--- config.mk ---
export PLATFORM = sky130hd
export DESIGN_NAME = axis_diff_scheduler
export DESIGN_NICKNAME = d
export VERILOG_FILES = /design/src/rtl/axis_diff_scheduler.sv
export SDC_FILE = /design/constraint.sdc
export NUM_CORES = 1
export LEC_CHECK = 0
export CORE_AREA = 4 4 120 122
export DETAILED_ROUTE_END_ITERATION = 8
export DIE_AREA = 0 0 124 126
export DONT_BUFFER_PORTS = 1
export PLACE_DENSITY = 0.54
export SLEW_MARGIN = 0
export SYNTH_ARGS = -nofsm -noshare
export SYNTH_HDL_FRONTEND = slang
export SYNTH_SLANG_ARGS = --single-unit
--- constraint.sdc ---
create_clock -name clk -period 3.5 [get_ports clk]
set_input_delay 0 -clock clk [delete_from_list [all_inputs] [get_ports clk]]
set_output_delay 0 -clock clk [all_outputs]
set_load 0.01 [all_outputs]
--- src/rtl/axis_diff_scheduler.sv ---
// axis_diff_scheduler
//   Time-shares a single first-difference datapath, y[n] = x[n] - x[n-1],
//   across N_CH independent signed sample streams. Each channel keeps its
//   own x[n-1] history. Results leave on one AXI-Stream output, tagged with
//   the source channel index.
//
// Ports
//   clk, rst_n      clock; asynchronous active-low reset
//   s_axis_tvalid   [N_CH]         per-channel input valid
//   s_axis_tdata    [N_CH*DATA_W]  channel i at [i*DATA_W +: DATA_W], signed
//   s_axis_tready   [N_CH]         one-hot grant (or zero) for this cycle
//   clr_hist        [N_CH]         synchronous per-channel history clear
//   m_axis_tvalid                  result valid
//   m_axis_tdata    [DATA_W]       signed difference for the tagged channel
//   m_axis_tuser    [CH_W]         channel index of m_axis_tdata
//   m_axis_tready                  downstream ready
module axis_diff_scheduler #(
  parameter  int unsigned N_CH   = 4,
  parameter  int unsigned DATA_W = 16,
  localparam int unsigned CH_W   = ($clog2(N_CH) > 1) ? $clog2(N_CH) : 1
) (
  input  logic                     clk,
  input  logic                     rst_n,
  input  logic [N_CH-1:0]          s_axis_tvalid,
  input  logic [N_CH*DATA_W-1:0]   s_axis_tdata,
  output logic [N_CH-1:0]          s_axis_tready,
  input  logic [N_CH-1:0]          clr_hist,
  output logic                     m_axis_tvalid,
  output logic [DATA_W-1:0]        m_axis_tdata,
  output logic [CH_W-1:0]          m_axis_tuser,
  input  logic                     m_axis_tready
);

  // (base + off) mod N_CH; correct for non-power-of-two channel counts.
  function automatic logic [CH_W-1:0] wrap_add(input logic [CH_W-1:0] base,
                                               input int unsigned     off);
    int unsigned s;
    s = 32'(base) + off;
    if (s >= N_CH) s = s - N_CH;
    return CH_W'(s);
  endfunction

  logic [DATA_W-1:0] hist_q [N_CH];
  logic [DATA_W-1:0] hist_d [N_CH];
  logic [DATA_W-1:0] s_data [N_CH];
  logic [CH_W-1:0]   ptr_q, ptr_d;
  logic              m_valid_q, m_valid_d;
  logic [DATA_W-1:0] m_data_q, m_data_d;
  logic [CH_W-1:0]   m_tag_q, m_tag_d;

  logic              slot_free;
  logic              found;
  logic              accept;
  logic [CH_W-1:0]   gnt_idx;
  logic [N_CH-1:0]   gnt;
  logic [DATA_W-1:0] prev;

  always_comb begin
    for (int unsigned i = 0; i < N_CH; i++) begin
      s_data[i] = s_axis_tdata[i*DATA_W +: DATA_W];
    end
  end

  // Round-robin search starting at ptr_q; first valid channel wins.
  always_comb begin
    slot_free = !m_valid_q || m_axis_tready;
    found     = 1'b0;
    gnt_idx   = '0;
    for (int unsigned k = 0; k < N_CH; k++) begin
      if (!found && s_axis_tvalid[wrap_add(ptr_q, k)]) begin
        found   = 1'b1;
        gnt_idx = wrap_add(ptr_q, k);
      end
    end
    gnt = '0;
    // rst_n gating keeps the grant low for the whole reset interval.
    if (slot_free && found && rst_n) gnt[gnt_idx] = 1'b1;
    accept = |gnt;
  end

  always_comb begin
    m_valid_d = m_valid_q;
    m_data_d  = m_data_q;
    m_tag_d   = m_tag_q;
    ptr_d     = ptr_q;
    hist_d    = hist_q;
    prev      = clr_hist[gnt_idx] ? '0 : hist_q[gnt_idx];

    if (slot_free) m_valid_d = accept;
    if (accept) begin
      m_data_d = s_data[gnt_idx] - prev;
      m_tag_d  = gnt_idx;
      ptr_d    = wrap_add(gnt_idx, 1);
    end

    // An accepted sample overrides a coincident clear on the same channel.
    for (int unsigned i = 0; i < N_CH; i++) begin
      if (accept && (gnt_idx == CH_W'(i))) begin
        hist_d[i] = s_data[i];
      end else if (clr_hist[i]) begin
        hist_d[i] = '0;
      end
    end
  end

  always_ff @(posedge clk or negedge rst_n) begin
    if (!rst_n) begin
      m_valid_q <= 1'b0;
      m_data_q  <= '0;
      m_tag_q   <= '0;
      ptr_q     <= '0;
      for (int unsigned i = 0; i < N_CH; i++) hist_q[i] <= '0;
    end else begin
      m_valid_q <= m_valid_d;
      m_data_q  <= m_data_d;
      m_tag_q   <= m_tag_d;
      ptr_q     <= ptr_d;
      for (int unsigned i = 0; i < N_CH; i++) hist_q[i] <= hist_d[i];
    end
  end

  assign s_axis_tready = gnt;
  assign m_axis_tvalid = m_valid_q;
  assign m_axis_tdata  = m_data_q;
  assign m_axis_tuser  = m_tag_q;

endmodule
* Yosys cells after proc, flatten, opt, wreduce, memory -nomap -nowiden *
Cells that the tools add are included.

word-level totals
  input bits = 75
  register bits after elaboration = 85
  word-level logic and storage cells = 96

operators by class
  reductions and logical operators = 21
  multiplexer cells = 41
  $add $sub $neg = 10
  eq/ne operators = 3
  bitwise gates (word level) = 1
  $lt $le $gt $ge = 12

operators by type and width
  cell                                                  number
  two-way mux 16 bit                                    13
  binary-select mux 16 bit (select 2 bit)               2
  two-way mux 2 bit                                     9
  subtractor 16 bit                                     1
  >= comparator 3 bit (second input constant)           5
  < comparator 2 x 3 -> 1 bit (second input constant)   5
  binary-select mux 1 bit (select 2 bit)                5
  logical AND 1 bit                                     10
  two-way mux 1 bit                                     10
  subtractor 2 x 1 -> 2 bit (second input constant)     5
  nonzero test 2 bit                                    4
  adder 2 x 1 -> 3 bit (second input constant)          2
  adder 2 x 2 -> 3 bit (second input constant)          2
  equality test 2 bit (second input constant)           2
  logical NOT 1 bit                                     4
  two-way mux 4 bit                                     1
  OR reduction 4 bit                                    1
  >= comparator 2 x 3 -> 1 bit (second input constant)  1
  NOT 2 -> 3 bit                                        1
  demux 1 bit (select 2 bit)                            1
  equality test 2 x 1 -> 1 bit (second input constant)  1
  >= comparator 2 x 1 -> 1 bit (second input constant)  1
  logical NOT 2 bit                                     1
  logical OR 1 bit                                      1

* Longest topological paths before layout *
Gate-level depths: netlist (run 1).

  word-level depth = 22
  depth in mapped cells = 19

* Least setup slack after synthesis (run 1) *
No wires, ideal clock.

  kind = register to register
  start point = reg ptr_q[1]
  end point = reg m_data_q[14], in the netlist m_axis_tdata[14]
  data required time = 3,367 ps
  library setup time = 133 ps
  path slack = -189 ps
  path buffers = 2
  period minus slack after synthesis = 3,689 ps
  arrival time = 3,556 ps
  cell stages (with the launch flop) = 18
  cell sequence = dfrtp_1 > a21oi_1 > o21a_1 > o22a_1 > clkbuf_1 > clkbuf_1 > nand2_1 > a311oi_1 > ha_1 > inv_1 > fa_1 > a21oi_1 > o21ai_0 > a21oi_1 > nor4_1 > o41ai_1 > xor2_1 > o21ai_0

between the ends
  longest elaborated chain between the ends = 20

ends and longest elaborated chain
  what                                                           RTL line  source
  start, declared                                                46        logic [CH_W-1:0] ptr_q, ptr_d;
  start signal, assigned                                         117       ptr_q <= ptr_d;
  branches (longest 20 deep; another with adder 2 x 1 -> 3 bit)  n/a
  end signal, assigned                                           115       m_data_q <= m_data_d;
  end, declared                                                  48        logic [DATA_W-1:0] m_data_q, m_data_d;

Parallel ways; which one is timed is not known. The select of a mux whose other input is x is not followed.
A chain may end at the register's enable or synchronous reset.

* Worst setup path in the final report (run 1) *
  start point = reg ptr_q[1]
  end point = reg m_data_q[15], in the netlist m_axis_tdata[15]

Same word-level chain as after synthesis.

==> impl_results.md, run 1 <==
- NetSw: roughly 0.0024 W
- Die ar.: 0.0156 mm^2
- Root Driver: clkbuf_16
- CP Launch Type: flip-flop
- Vias in the first global route: 5785
- Slew headroom: between 50% and 60%
- # diodes: 0
- TritonCTS clock tree: built
- FF+latch count, synth: between 80 and 90
- Final WL: about 18 mm
- Cell count after synthesis: ~670
- Clock power frac: about 16%
- Area Overhead vs Synth: 43.2%
- Clock skew: around 0.0037 ns
- Power per cell area: a little under 800 mW/mm^2
- Area of the multi-input gates: about 0.0031 mm^2
- Yosys cell types: 41
- Layout fillers: roughly 1200
- DRT iter0 DRCs: 283
- Largest net degree at the start of global routing: 86
- Syn. warnings: 0
- CTS sink count: between 80 and 90
- Top Usage Layer GRT: met2
- Max_cap viols: 0
- P_int: ~0.0034 W
- Antenna-violating nets left: 0
- Reg area: roughly 0.0021 mm^2
- Via count: ~5300
- Hold Path Stages: 5
- Register-to-Register Path Depth: 15
- Number of antenna violations at the first check in global routing: 0
- Die X: 124 um
- Top FF cell, synth: dfrtp_1
- CTS buffer count: 9
- CTS Buffer Depth: 2
- Reg clk slew, reported paths: approximately 0.06 ns
- DRC Markers: 0
- Flop pwr share: 24.8%
- Final Hold Violating Endpoints: 0
- Fin. max-slew vios: 0
- Critical Path Fanout Max: 7
- Post-DP HPWL: between 10 and 15 mm
- Row Count: 42
- Comb power frac: between 50% and 60%
- Worst Setup Path Type: reg2reg
- Seq/Total Area, Yosys: between 40% and 50%
- Nets: between 900 and 1000
- H-tree depth: 3
- Number of vias per cell: ~5.3
- CP Data Required Time: between 3 and 4 ns
- Tot Pwr: slightly below 0.006 W
- Reg-to-reg critical path endpoint: m_axis_tdata[15]
- Number of cells after detailed placement: between 800 and 900
- Outcome: complete, no violations
- Crit path DAT: about 3.7 ns
- Tightest Hold Check Type: in2reg
- Final min period: 3.47 ns
- Synth Net Count: between 700 and 800
- Number of cells in the finished layout apart from fillers: around 1000
- Met3 Usage GRT: 4.75%
- Tcrit/Tclk final: between 90% and 100%
- Mean Syn Cell Area: 7.84 um^2
- Core Region: between 0.01 and 0.015 mm^2
- RSZ-0062 raised after global routing: true
- Worst Hold Path EP: m_axis_tdata[15]
- Highest Clock Rate: 288 MHz
- Crit. End Element: flip-flop
- R2r setup slk: roughly 0.034 ns
- GRT Overall Usage: 24.5%
- GPL Wtd Cong: 0.891
- Die height: about 130 um
- WL/cell: around 18 um
- Actual slew at the worst max-slew pin: ~0.62 ns
- Net Sw Frac: between 40% and 50%
- Reg2reg start: ptr_q[1]
- Grt ovf: 0
- Hold_sp: rst_n
- Clock latency on the worst-skew pair: between 0.3 and 0.4 ns
- Share of flip-flops with an asynchronous set or reset: 100%
- Fraction of layout cells with a size suffix above 1: roughly 13%
- Cell leakage power: 3.40 nW
- Worst vdd ir: 0.286 mV
- Port bufs: 0
- Post-synth EDFFs: 0
- Io pins: 98
- Post-synthesis instance area: between 0.005 and 0.006 mm^2
- Final setup vio count: 0
- M1 GR Usage: between 20% and 30%
- Initial Util: roughly two fifths
- Met2 Resource Use GR: a little over two fifths
- TritonRoute pass-1 iters: 5
- First-pass GRT wire length: ~30 mm
cells by family after synthesis:
logic type	synth area share, %
flip-flops	40.4
AND/OR/NAND/NOR	30.9
buffers and inverters	3.78
multiplexers	2.78
adder cells (fa/ha/maj)	4.90
AO/OA/AOI/OAI	15.2
XOR/XNOR	2.00
worst max-delay path: stages, from the launching register on:
cell and delay, ns:
dfrtp_1 0.41, buf_6 0.13, mux2i_2 0.15, o221ai_4 0.28, mux2i_1 0.28, nand2_1 0.12
nand2_4 0.14, nand3_2 0.12, ha_1 0.28, nor2b_1 0.15, o31ai_2 0.34, a21oi_2 0.11
a41o_1 0.25, a311oi_2 0.27, nor3_1 0.11, o31ai_2 0.22
per-stage QoR:
stage / area (um^2) / hold slack, ns / setup TNS (ns) / utilization (%) / setup slack [ns]
2_1_floorplan: 5280 / -0.296 / -0.0442 / - / -0.0442
3_3_place_gp: 5780 / -0.291 / -0.171 / 43.8 / -0.114
3_5_place_dp: 5780 / -0.292 / -0.845 / 43.8 / -0.253
4_1_cts: 7430 / 0.0768 / 0 / 56.3 / 0.00305
5_1_grt: 7530 / 0.116 / -0.979 / 57.1 / -0.177
6_report: 7530 / 0.0919 / 0 / 57.1 / 0.0337
synth_stat cells, drive strengths merged, types with 2 or more instances:
| library cell | n | area (um^2) |
|---|---|---|
| a21o | 4 | 30.0 |
| and3 | 16 | 100 |
| xnor2 | 5 | 43.8 |
| o31ai | 3 | 27.5 |
| mux2 | 5 | 56.3 |
| o41ai | 2 | 25.0 |
| mux2i | 9 | 90.1 |
| nand3 | 45 | 225 |
| xor2 | 7 | 61.3 |
| buf | 4 | 22.5 |
| a311oi | 2 | 17.5 |
| inv | 7 | 26.3 |
| nor4 | 2 | 12.5 |
| nor2b | 2 | 12.5 |
| a31oi | 14 | 87.6 |
| nand2b | 67 | 419 |
| nand2 | 210 | 788 |
| a21oi | 14 | 70.1 |
| and2 | 5 | 31.3 |
| clkbuf | 40 | 150 |
| dfrtp | 85 | 2130 |
| ha | 19 | 238 |
| nor2 | 4 | 15.0 |
| o21ai | 83 | 415 |
| o21a | 4 | 30.0 |
| nor3 | 2 | 10.0 |
cell usage in the layout, fill, tap and decap left out, types with 9 or more instances in the layout:
master / synthesis / layout
o21ai_0: 83 / 80
buf_4: 1 / 53
nand3_1: 45 / 44
and3_1: 16 / 16
clkbuf_16: 0 / 9
ha_1: 19 / 18
nand2b_1: 67 / 67
nand2_1: 210 / 209
a31oi_1: 14 / 13
dlygate4sd3_1: 0 / 125
dfrtp_1: 85 / 85
cell type report:
type	instances	area share (%)
inverters	7	0.382
flip-flops and latches	85	28.2
clock buffers	13	3.19
clock inverters	2	0.465
well taps	176	2.92
repair buffers	187	23.9
multi-input cells	535	40.9
sequential cells by signal (all words and copies together), names as in the netlist:
name,count
hist_q,64
m_axis_tdata,16
m_axis_tuser,2
ptr_q,2
m_axis_tvalid,1
per-layer routing:
metal,wire (um),vias up
met3,977,36
met5,0,-
met2,9310,150
met4,574,0
li1,-,2562
met1,7560,2534
worst max path at each step:
| stage | depth (start not counted) | from | slack, ns | to |
|---|---|---|---|---|
| final | 15 | ptr_q[1] | 0.03 | m_axis_tdata[15] |
| after global placement | 15 | ptr_q[1] | -0.11 | m_axis_tdata[14] |
| after global routing | 16 | ptr_q[1] | -0.18 | m_axis_tdata[6] |
| after CTS | 15 | ptr_q[1] | 0.003 | m_axis_tdata[15] |
| after floorplan | 18 | ptr_q[1] | -0.04 | m_axis_tdata[14] |
| after detailed placement | 15 | ptr_q[1] | -0.25 | m_axis_tdata[14] |
power by group through the flow:
stage	combinational [W]	sequential, W	clock [W]
4_1_cts	0.00323	0.00145	0.000955
3_3_place_gp	0.00280	0.00146	0
6_report	0.00344	0.00145	0.000930
3_5_place_dp	0.00285	0.00147	0
5_1_grt	0.00380	0.00148	0.000995
2_1_floorplan	0.00179	0.00142	0
repair_timing:
item | in CTS | in global routing
hold buffers | 126 | 0
buffers inserted | 3 | 2
endpoints found under the setup margin | 8 | 18
hold endpoints to repair | 150 | 0
pin swaps | 6 | 13
resized for setup | 15 | 21
Note: power is estimated with default switching activity, not from simulation.
==> run 2, diff against run 1 <==
--- a/config.mk
+++ b/config.mk
@@ -10,6 +10,7 @@
 export DIE_AREA = 0 0 124 126
 export DONT_BUFFER_PORTS = 1
 export PLACE_DENSITY = 0.54
+export RECOVER_POWER = 100
 export SLEW_MARGIN = 0
 export SYNTH_ARGS = -nofsm -noshare
 export SYNTH_HDL_FRONTEND = slang
==> run 2 against run 1 <==
  * The run now ends with max-capacitance violations, max-slew violations left
  * Largest cell class unchanged
  * Total power down 0.52%
  * Worst setup slack worse by 0.020 ns
  * Core utilization fell by 0.38 points
==> impl_results.md, run 2 (synthesized netlist as in run 1, its figures left out) <==
- CTS Buffer Depth: 2 (unchanged)
- Tot Pwr: 0.00579 W (was 0.00582 W)
- Grt ovf: 0 (unchanged)
- Port bufs: 0 (unchanged)
- DRC Markers: 0 (unchanged)
- Core Region: 0.0132 mm^2 (unchanged)
- Power per cell area: 774 mW/mm^2 (was 773 mW/mm^2)
- Die X: 124 um (unchanged)
- Crit. End Element: flip-flop (unchanged)
- Io pins: 98 (unchanged)
- Actual slew at the worst max-slew pin: 2.17 ns (was 0.616 ns)
- Crit-path most repeated cell: a21oi_2 (was o31ai_2)
- # diodes: 0 (unchanged)
- WL/cell: 18.3 um (about the same)
- Slowest stage delay, CP: 0.41 ns (about the same)
- Clock skew: 0.00424 ns (was 0.00365 ns)
- GPL Wtd Cong: 0.891 (unchanged)
- DRT iter0 DRCs: 283 (unchanged)
- Initial Util: 39.9% (unchanged)
- Final Hold Violating Endpoints: 0 (unchanged)
- Fin Hold WS: 0.107 ns (was 0.0919 ns)
- Highest Clock Rate: 287 MHz (was 288 MHz)
- Top reg by flops: hist_q (unchanged)
- Post-DP HPWL: 12.3 mm (unchanged)
- Worst vdd ir: 0.286 mV (about the same)
- Final min period: 3.49 ns (was 3.47 ns)
- Crit-path cells: buf_6 -> mux2i_2 -> o221ai_4 -> mux2i_1 -> nand2_1 -> nand2_4 -> nand3_2 -> ha_1 -> nor2b_1 -> o31ai_2 -> a21oi_2 -> buf_4 -> a21o_1 -> a21oi_2 -> xor2_1 -> o21ai_0 (was buf_6 -> mux2i_2 -> o221ai_4 -> mux2i_1 -> nand2_1 -> nand2_4 -> nand3_2 -> ha_1 -> nor2b_1 -> o31ai_2 -> a21oi_2 -> a41o_1 -> a311oi_2 -> nor3_1 -> o31ai_2)
- Final WL: 18.4 mm (about the same)
- Clock latency on the worst-skew pair: 0.34 ns (about the same)
- TritonRoute pass-1 iters: 5 (unchanged)
- CP Launch Type: flip-flop (unchanged)
- Row Count: 42 (unchanged)
- RSZ-0062 raised after global routing: true (unchanged)
- First-pass GRT wire length: 29.5 mm (unchanged)
- Layout fillers: 1226 (was 1215)
- Fraction of layout cells with a size suffix above 1: 12.7% (was 12.9%)
- Largest net degree at the start of global routing: 86 (unchanged)
- Reg clk slew, reported paths: 0.06 ns (about the same)
- Number of vias per cell: 5.25 (was 5.26)
- Critical Path Fanout Max: 7 (unchanged)
- Die ar.: 0.0156 mm^2 (unchanged)
- CP max-delay cell: dfrtp_1 (unchanged)
- CTS sink count: 85 (unchanged)
- Number of antenna violations at the first check in global routing: 0 (unchanged)
- Crit path DAT: 3.68 ns (was 3.72 ns)
- CP Data Required Time: 3.69 ns (was 3.76 ns)
- Max_cap viols: 1 (was 0)
- Root Driver: clkbuf_16 (unchanged)
- Vias in the first global route: 5785 (unchanged)
- Commonest non-fill, non-tap cells in the layout: nand2_1, dlygate4sd3_1, dfrtp_1 (unchanged)
- Via count: 5281 (was 5282)
- GRT Overall Usage: 24.5% (unchanged)
- Die height: 126 um (unchanged)
- Tightest Hold Check Type: in2reg (unchanged)
- Failing checks: max-capacitance violations, max-slew violations
- Max reg flops: 64 (unchanged)
- H-tree depth: 3 (unchanged)
- Nets: 920 (unchanged)
- Antenna-violating nets left: 0 (unchanged)
- Fin. max-slew vios: 86 (was 0)
- TritonCTS clock tree: built (unchanged)
- Outcome: complete, but fails checks (was complete, no violations)
- Leading cell type in the layout, fill and taps excluded: nand2_1 (unchanged)
- Tcrit/Tclk final: 99.6% (was 99.0%)
- Area Overhead vs Synth: 42.2% (was 43.2%)
- Slew headroom: -44.9% (was 58.9%)
- Cell leakage power: 3.38 nW (was 3.40 nW)
- CTS buffer count: 9 (unchanged)
- Worst Setup Path Type: reg2reg (unchanged)
- Final setup vio count: 0 (unchanged)
-- run 2: cell count changes in the layout (fill, tap and decap cells not counted) --
| cell | before | now |
|---|---|---|
| buf_4 | 53 | 50 |
| clkbuf_1 | 4 | 5 |
| buf_16 | 1 | 0 |
| clkbuf_2 | 0 | 3 |
| o41ai_1 | 0 | 1 |
| o41ai_4 | 1 | 0 |
-- run 2: what timing repair did --
item	4_1_cts	5_1_grt
setup endpoints to repair	8	18
pin swaps	6	13
resized for setup	15	21
setup buffers	3	2
hold buffers	126	0
hold endpoints to repair	150	0
-- run 2: metrics by stage --
step / area [um^2] / cells / setup TNS (ns) / util (%) / worst slack, ns
after CTS: 7430 / 1003 / 0 / 56.3 / 0.00305
after detailed placement: 5780 / 859 / -0.845 / 43.8 / -0.253
after global placement: 5780 / 859 / -0.171 / 43.8 / -0.114
final: 7480 / 1005 / 0 / 56.7 / 0.0134
after global routing: 7480 / 1005 / -1.15 / 56.7 / -0.177
after floorplan: 5280 / 671 / -0.0442 / - / -0.0442
-- run 2: final timing paths --
kind / depth (start not counted) / endpoint / slack, ns / start
setup / recovery: 16 / m_axis_tdata[9] / 0.01 / ptr_q[1]
hold / removal: 5 / m_axis_tdata[0] / 0.11 / s_axis_tdata[0]
setup reg to reg: 16 / m_axis_tdata[9] / 0.01 / ptr_q[1]
hold reg to reg: 2 / m_axis_tdata[7] / 0.54 / m_axis_tdata[7]
max in group asynchronous: 2 / hist_q[24] / 1.36 / rst_n
min in group asynchronous: 2 / m_axis_tvalid / 0.83 / rst_n
-- run 2: worst max-delay path, delay by kind of cell (launching register included) --
kind            cells  cell delay (ns)
simple gates        4             0.53
mux                 2             0.43
flops               1             0.41
buf+inv             2             0.29
xor+xnor            1             0.23
fa+ha+maj           1             0.28
compound gates      6             1.15
-- run 2: cell type report --
class	count	area (um^2)	area share [%]
Multi-Input combinational cell	535	3060	40.9
Clock buffer	13	240	3.21
Sequential cell	85	2130	28.4
Inverter	7	28.8	0.385
Timing Repair Buffer	187	1770	23.7
Clock inverter	2	35.0	0.468
Tap cell	176	220	2.94
-- run 2: metal layers --
layer	track usage [%]	vias to the layer above	share of wire [%]
li1	-	2561	-
met1	29.9	2535	41
met2	42.3	151	51
met3	4.75	34	5.3
met4	9.66	0	3.1
met5	0	-	0
-- run 2: power breakdown --
group | leakage [nW] | internal (W) | switching [W]
clock | 0.134 | 0.000549 | 0.000382
combinational | 2.12 | 0.00158 | 0.00183
sequential | 1.13 | 0.00124 | 0.000210
==> run 3, diff against run 2 <==
--- a/config.mk
+++ b/config.mk
@@ -5,11 +5,11 @@
 export SDC_FILE = /design/constraint.sdc
 export NUM_CORES = 1
 export LEC_CHECK = 0
-export CORE_AREA = 4 4 120 122
+export CORE_AREA = 4 4 168 89
 export DETAILED_ROUTE_END_ITERATION = 8
-export DIE_AREA = 0 0 124 126
+export DIE_AREA = 0 0 172 93
 export DONT_BUFFER_PORTS = 1
-export PLACE_DENSITY = 0.54
+export PLACE_DENSITY = 0.53
 export RECOVER_POWER = 100
 export SLEW_MARGIN = 0
 export SYNTH_ARGS = -nofsm -noshare
==> run 3 against run 2 <==
  * The run ends with max-capacitance violations, max-slew violations, negative setup slack left
  * Clock power up 8%
  * Clock skew up 0.0074 ns
  * Routed wire length down 2.3%
  * Cell area up 5.5%
  * Critical path type unchanged
  * Critical endpoint is now m_axis_tdata[15]
  * Largest cell class unchanged
==> impl_results.md, run 3 (synthesized netlist as in run 1, its figures left out) <==
- Outcome: complete, but fails checks (unchanged)
- Failing checks: max-capacitance violations, max-slew violations, negative setup slack (was max-capacitance violations, max-slew violations)
- Worst slack, placed: -0.279 ns (was -0.253 ns)
- GRT Overall Usage: 22.9% (was 24.5%)
- DRT iter0 DRCs: 353 (was 283)
- RSZ-0062 raised after global routing: true (unchanged)
- CTS Buffer Depth: 2 (unchanged)
- First-pass GRT wire length: 28.7 mm (was 29.5 mm)
- Worst vdd ir: 0.362 mV (was 0.286 mV)
- Final Hold Violating Endpoints: 0 (unchanged)
- Number of antenna violations at the first check in global routing: 1 (was 0)
- WP depth: 17 (was 16)
- Reg-to-reg critical path endpoint: m_axis_tdata[15] (was m_axis_tdata[9])
- GPL Wtd Cong: 0.871 (was 0.891)
- H-tree depth: 3 (unchanged)
- Crit-path most repeated cell: buf_4 (was a21oi_2)
- CP max-delay cell: dfrtp_1 (unchanged)
- WL/cell: 17.4 um (was 18.3 um)
- Number of cells after detailed placement: 871 (was 859)
- Io pins: 98 (unchanged)
- Crit-path cells: or3b_4 -> o221ai_4 -> mux2i_2 -> buf_4 -> nand2_1 -> nand2_2 -> buf_12 -> nand3_4 -> ha_1 -> nor2b_2 -> o31ai_4 -> a21oi_2 -> a41o_1 -> a311oi_2 -> buf_4 -> o21a_1 -> o31ai_2 (was buf_6 -> mux2i_2 -> o221ai_4 -> mux2i_1 -> nand2_1 -> nand2_4 -> nand3_2 -> ha_1 -> nor2b_1 -> o31ai_2 -> a21oi_2 -> buf_4 -> a21o_1 -> a21oi_2 -> xor2_1 -> o21ai_0)
- Largest net degree at the start of global routing: 86 (unchanged)
- Clock latency on the worst-skew pair: 0.35 ns (was 0.34 ns)
- Actual slew at the worst max-slew pin: 2.22 ns (was 2.17 ns)
- Root Driver: clkbuf_16 (unchanged)
- Nets: 948 (was 920)
- Bufs and invs on worst path: 3 (was 2)
- Max_cap viols: 1 (unchanged)
- Cell leakage power: 3.58 nW (was 3.38 nW)
- TritonRoute pass-1 iters: 4 (was 5)
- Top reg by flops: hist_q (unchanged)
- Cell family with most CP delay: compound AO/OA/AOI/OAI gates (unchanged)
- Initial Util: 39.4% (was 39.9%)
- Via count: 5362 (was 5281)
- Clock skew: 0.0116 ns (was 0.00424 ns)
- Final setup vio count: 4 (was 0)
- Worst setup margin: -0.0845 ns (was 0.0134 ns)
- Grt ovf: 0 (unchanged)
- Port bufs: 0 (unchanged)
- Core Region: 0.0134 mm^2 (was 0.0132 mm^2)
- Worst Setup Path Type: reg2reg (unchanged)
- Tcrit/Tclk final: 102% (was 99.6%)
- Row Count: 30 (was 42)
- CTS buffer count: 9 (unchanged)
- Fin. max-slew vios: 86 (unchanged)
- Register-to-Register Path Depth: 17 (was 16)
- Number of vias per cell: 5.19 (was 5.25)
- CP startpoint: ptr_q[1] (unchanged)
- Leading cell type in the layout, fill and taps excluded: nand2_1 (unchanged)
- Reg2reg start: ptr_q[1] (unchanged)
- Util after Layout: 59.0% (was 56.7%)
- # diodes: 0 (unchanged)
- Commonest non-fill, non-tap cells in the layout: nand2_1, dlygate4sd3_1, dfrtp_1 (unchanged)
- TritonCTS clock tree: built (unchanged)
- Highest Clock Rate: 279 MHz (was 287 MHz)
- Crit. End Element: flip-flop (unchanged)
- DRC Markers: 0 (unchanged)
- Number of cells in the finished layout apart from fillers: 1034 (was 1005)
- Antenna-violating nets left: 0 (unchanged)
- Slew headroom: -48.0% (was -44.9%)
- Fraction of layout cells with a size suffix above 1: 17.5% (was 12.7%)
- Placed cell areas: 0.00593 mm^2 (was 0.00578 mm^2)
- Final min period: 3.58 ns (was 3.49 ns)
- Post-DP HPWL: 12.1 mm (was 12.3 mm)
- Die X: 172 um (was 124 um)
- Tightest Hold Check Type: in2reg (unchanged)
- R2r setup slk: -0.08 ns (was 0.01 ns)
- CTS sink count: 85 (unchanged)
- Power per cell area: 822 mW/mm^2 (was 774 mW/mm^2)
- Vias in the first global route: 5579 (was 5785)
- Final WL: 18.0 mm (was 18.4 mm)
- CP Data Required Time: 3.72 ns (was 3.69 ns)
- Die height: 93 um (was 126 um)
- Die ar.: 0.0160 mm^2 (was 0.0156 mm^2)
- Max reg flops: 64 (unchanged)
- Crit path DAT: 3.81 ns (was 3.68 ns)
- Finished Cell Area: 0.00789 mm^2 (was 0.00748 mm^2)
- Reg clk slew, reported paths: 0.07 ns (was 0.06 ns)
- CP endpoint: m_axis_tdata[15] (was m_axis_tdata[9])
- Area Overhead vs Synth: 50.0% (was 42.2%)
- Critical Path Fanout Max: 8 (was 7)
- CP Launch Type: flip-flop (unchanged)
- Slowest stage delay, CP: 0.43 ns (was 0.41 ns)
run 3: changes by cell type in the layout (fill, tap and decap cells not counted), moves of 4 or more:
cell           before  now
buf_12              4    8
buf_4              50   73
clkbuf_1            5    0
dlygate4sd3_1     125  130
run 3: worst register-to-register path, stage by stage, from the launching register on:
cell	delay, ns
dfrtp_1	0.43
or3b_4	0.40
o221ai_4	0.11
mux2i_2	0.27
buf_4	0.14
nand2_1	0.05
nand2_2	0.09
buf_12	0.13
nand3_4	0.07
ha_1	0.27
nor2b_2	0.17
o31ai_4	0.23
a21oi_2	0.11
a41o_1	0.29
a311oi_2	0.31
buf_4	0.17
o21a_1	0.13
o31ai_2	0.06
run 3: what timing repair did:
action,CTS,global route
gates resized for setup,23,24
hold buffers,131,0
endpoints found under the setup margin,9,42
pin swaps,9,26
buffers inserted,15,3
cloned,0,0
hold endpoints to repair,150,0
run 3: power breakdown:
group | switching (W) | internal [W]
Clock | 0.000432 | 0.000580
Sequential | 0.000222 | 0.00124
Combinational | 0.00204 | 0.00198
Total | 0.00269 | 0.00379
run 3: cell type report:
cell class	instances	area, um^2
multi-input combinational	535	3170
inverter	7	28.8
sequential	85	2130
tap	176	220
timing repair buffer	215	2040
fill	1222	5480
clock inverter	6	68.8
clock buffer	10	239
run 3: metal layers:
metal / wire length, um / global-route usage (%) / vias up
met4: 414 / 7.39 / 0
met3: 1080 / 5.74 / 40
met1: 8250 / 30.9 / 2567
met5: 0 / 0 / -
li1: - / - / 2620
met2: 8230 / 36.1 / 135
run 3: how the worst min path moves through the flow:
stage	start	to	slack, ns	cells past startpoint
finish	s_axis_tdata[0]	m_axis_tdata[0]	0.16	5
global placement	rst_n	hist_q[42]	-0.29	0
global route	s_axis_tdata[0]	m_axis_tdata[0]	0.20	5
CTS	s_axis_tdata[32]	m_axis_tdata[0]	0.14	5
floorplan	rst_n	hist_q[0]	-0.30	0
detailed placement	rst_n	hist_q[8]	-0.29	0
run 3: per-stage QoR:
step,total power [W],TNS [ns],hold slack [ns]
2_1_floorplan,0.00321,-0.0442,-0.296
6_report,0.00649,-0.167,0.161
4_1_cts,0.00625,0,0.142
3_5_place_dp,0.00471,-1.25,-0.293
3_3_place_gp,0.00469,-0.974,-0.292
5_1_grt,0.00694,-2.25,0.197
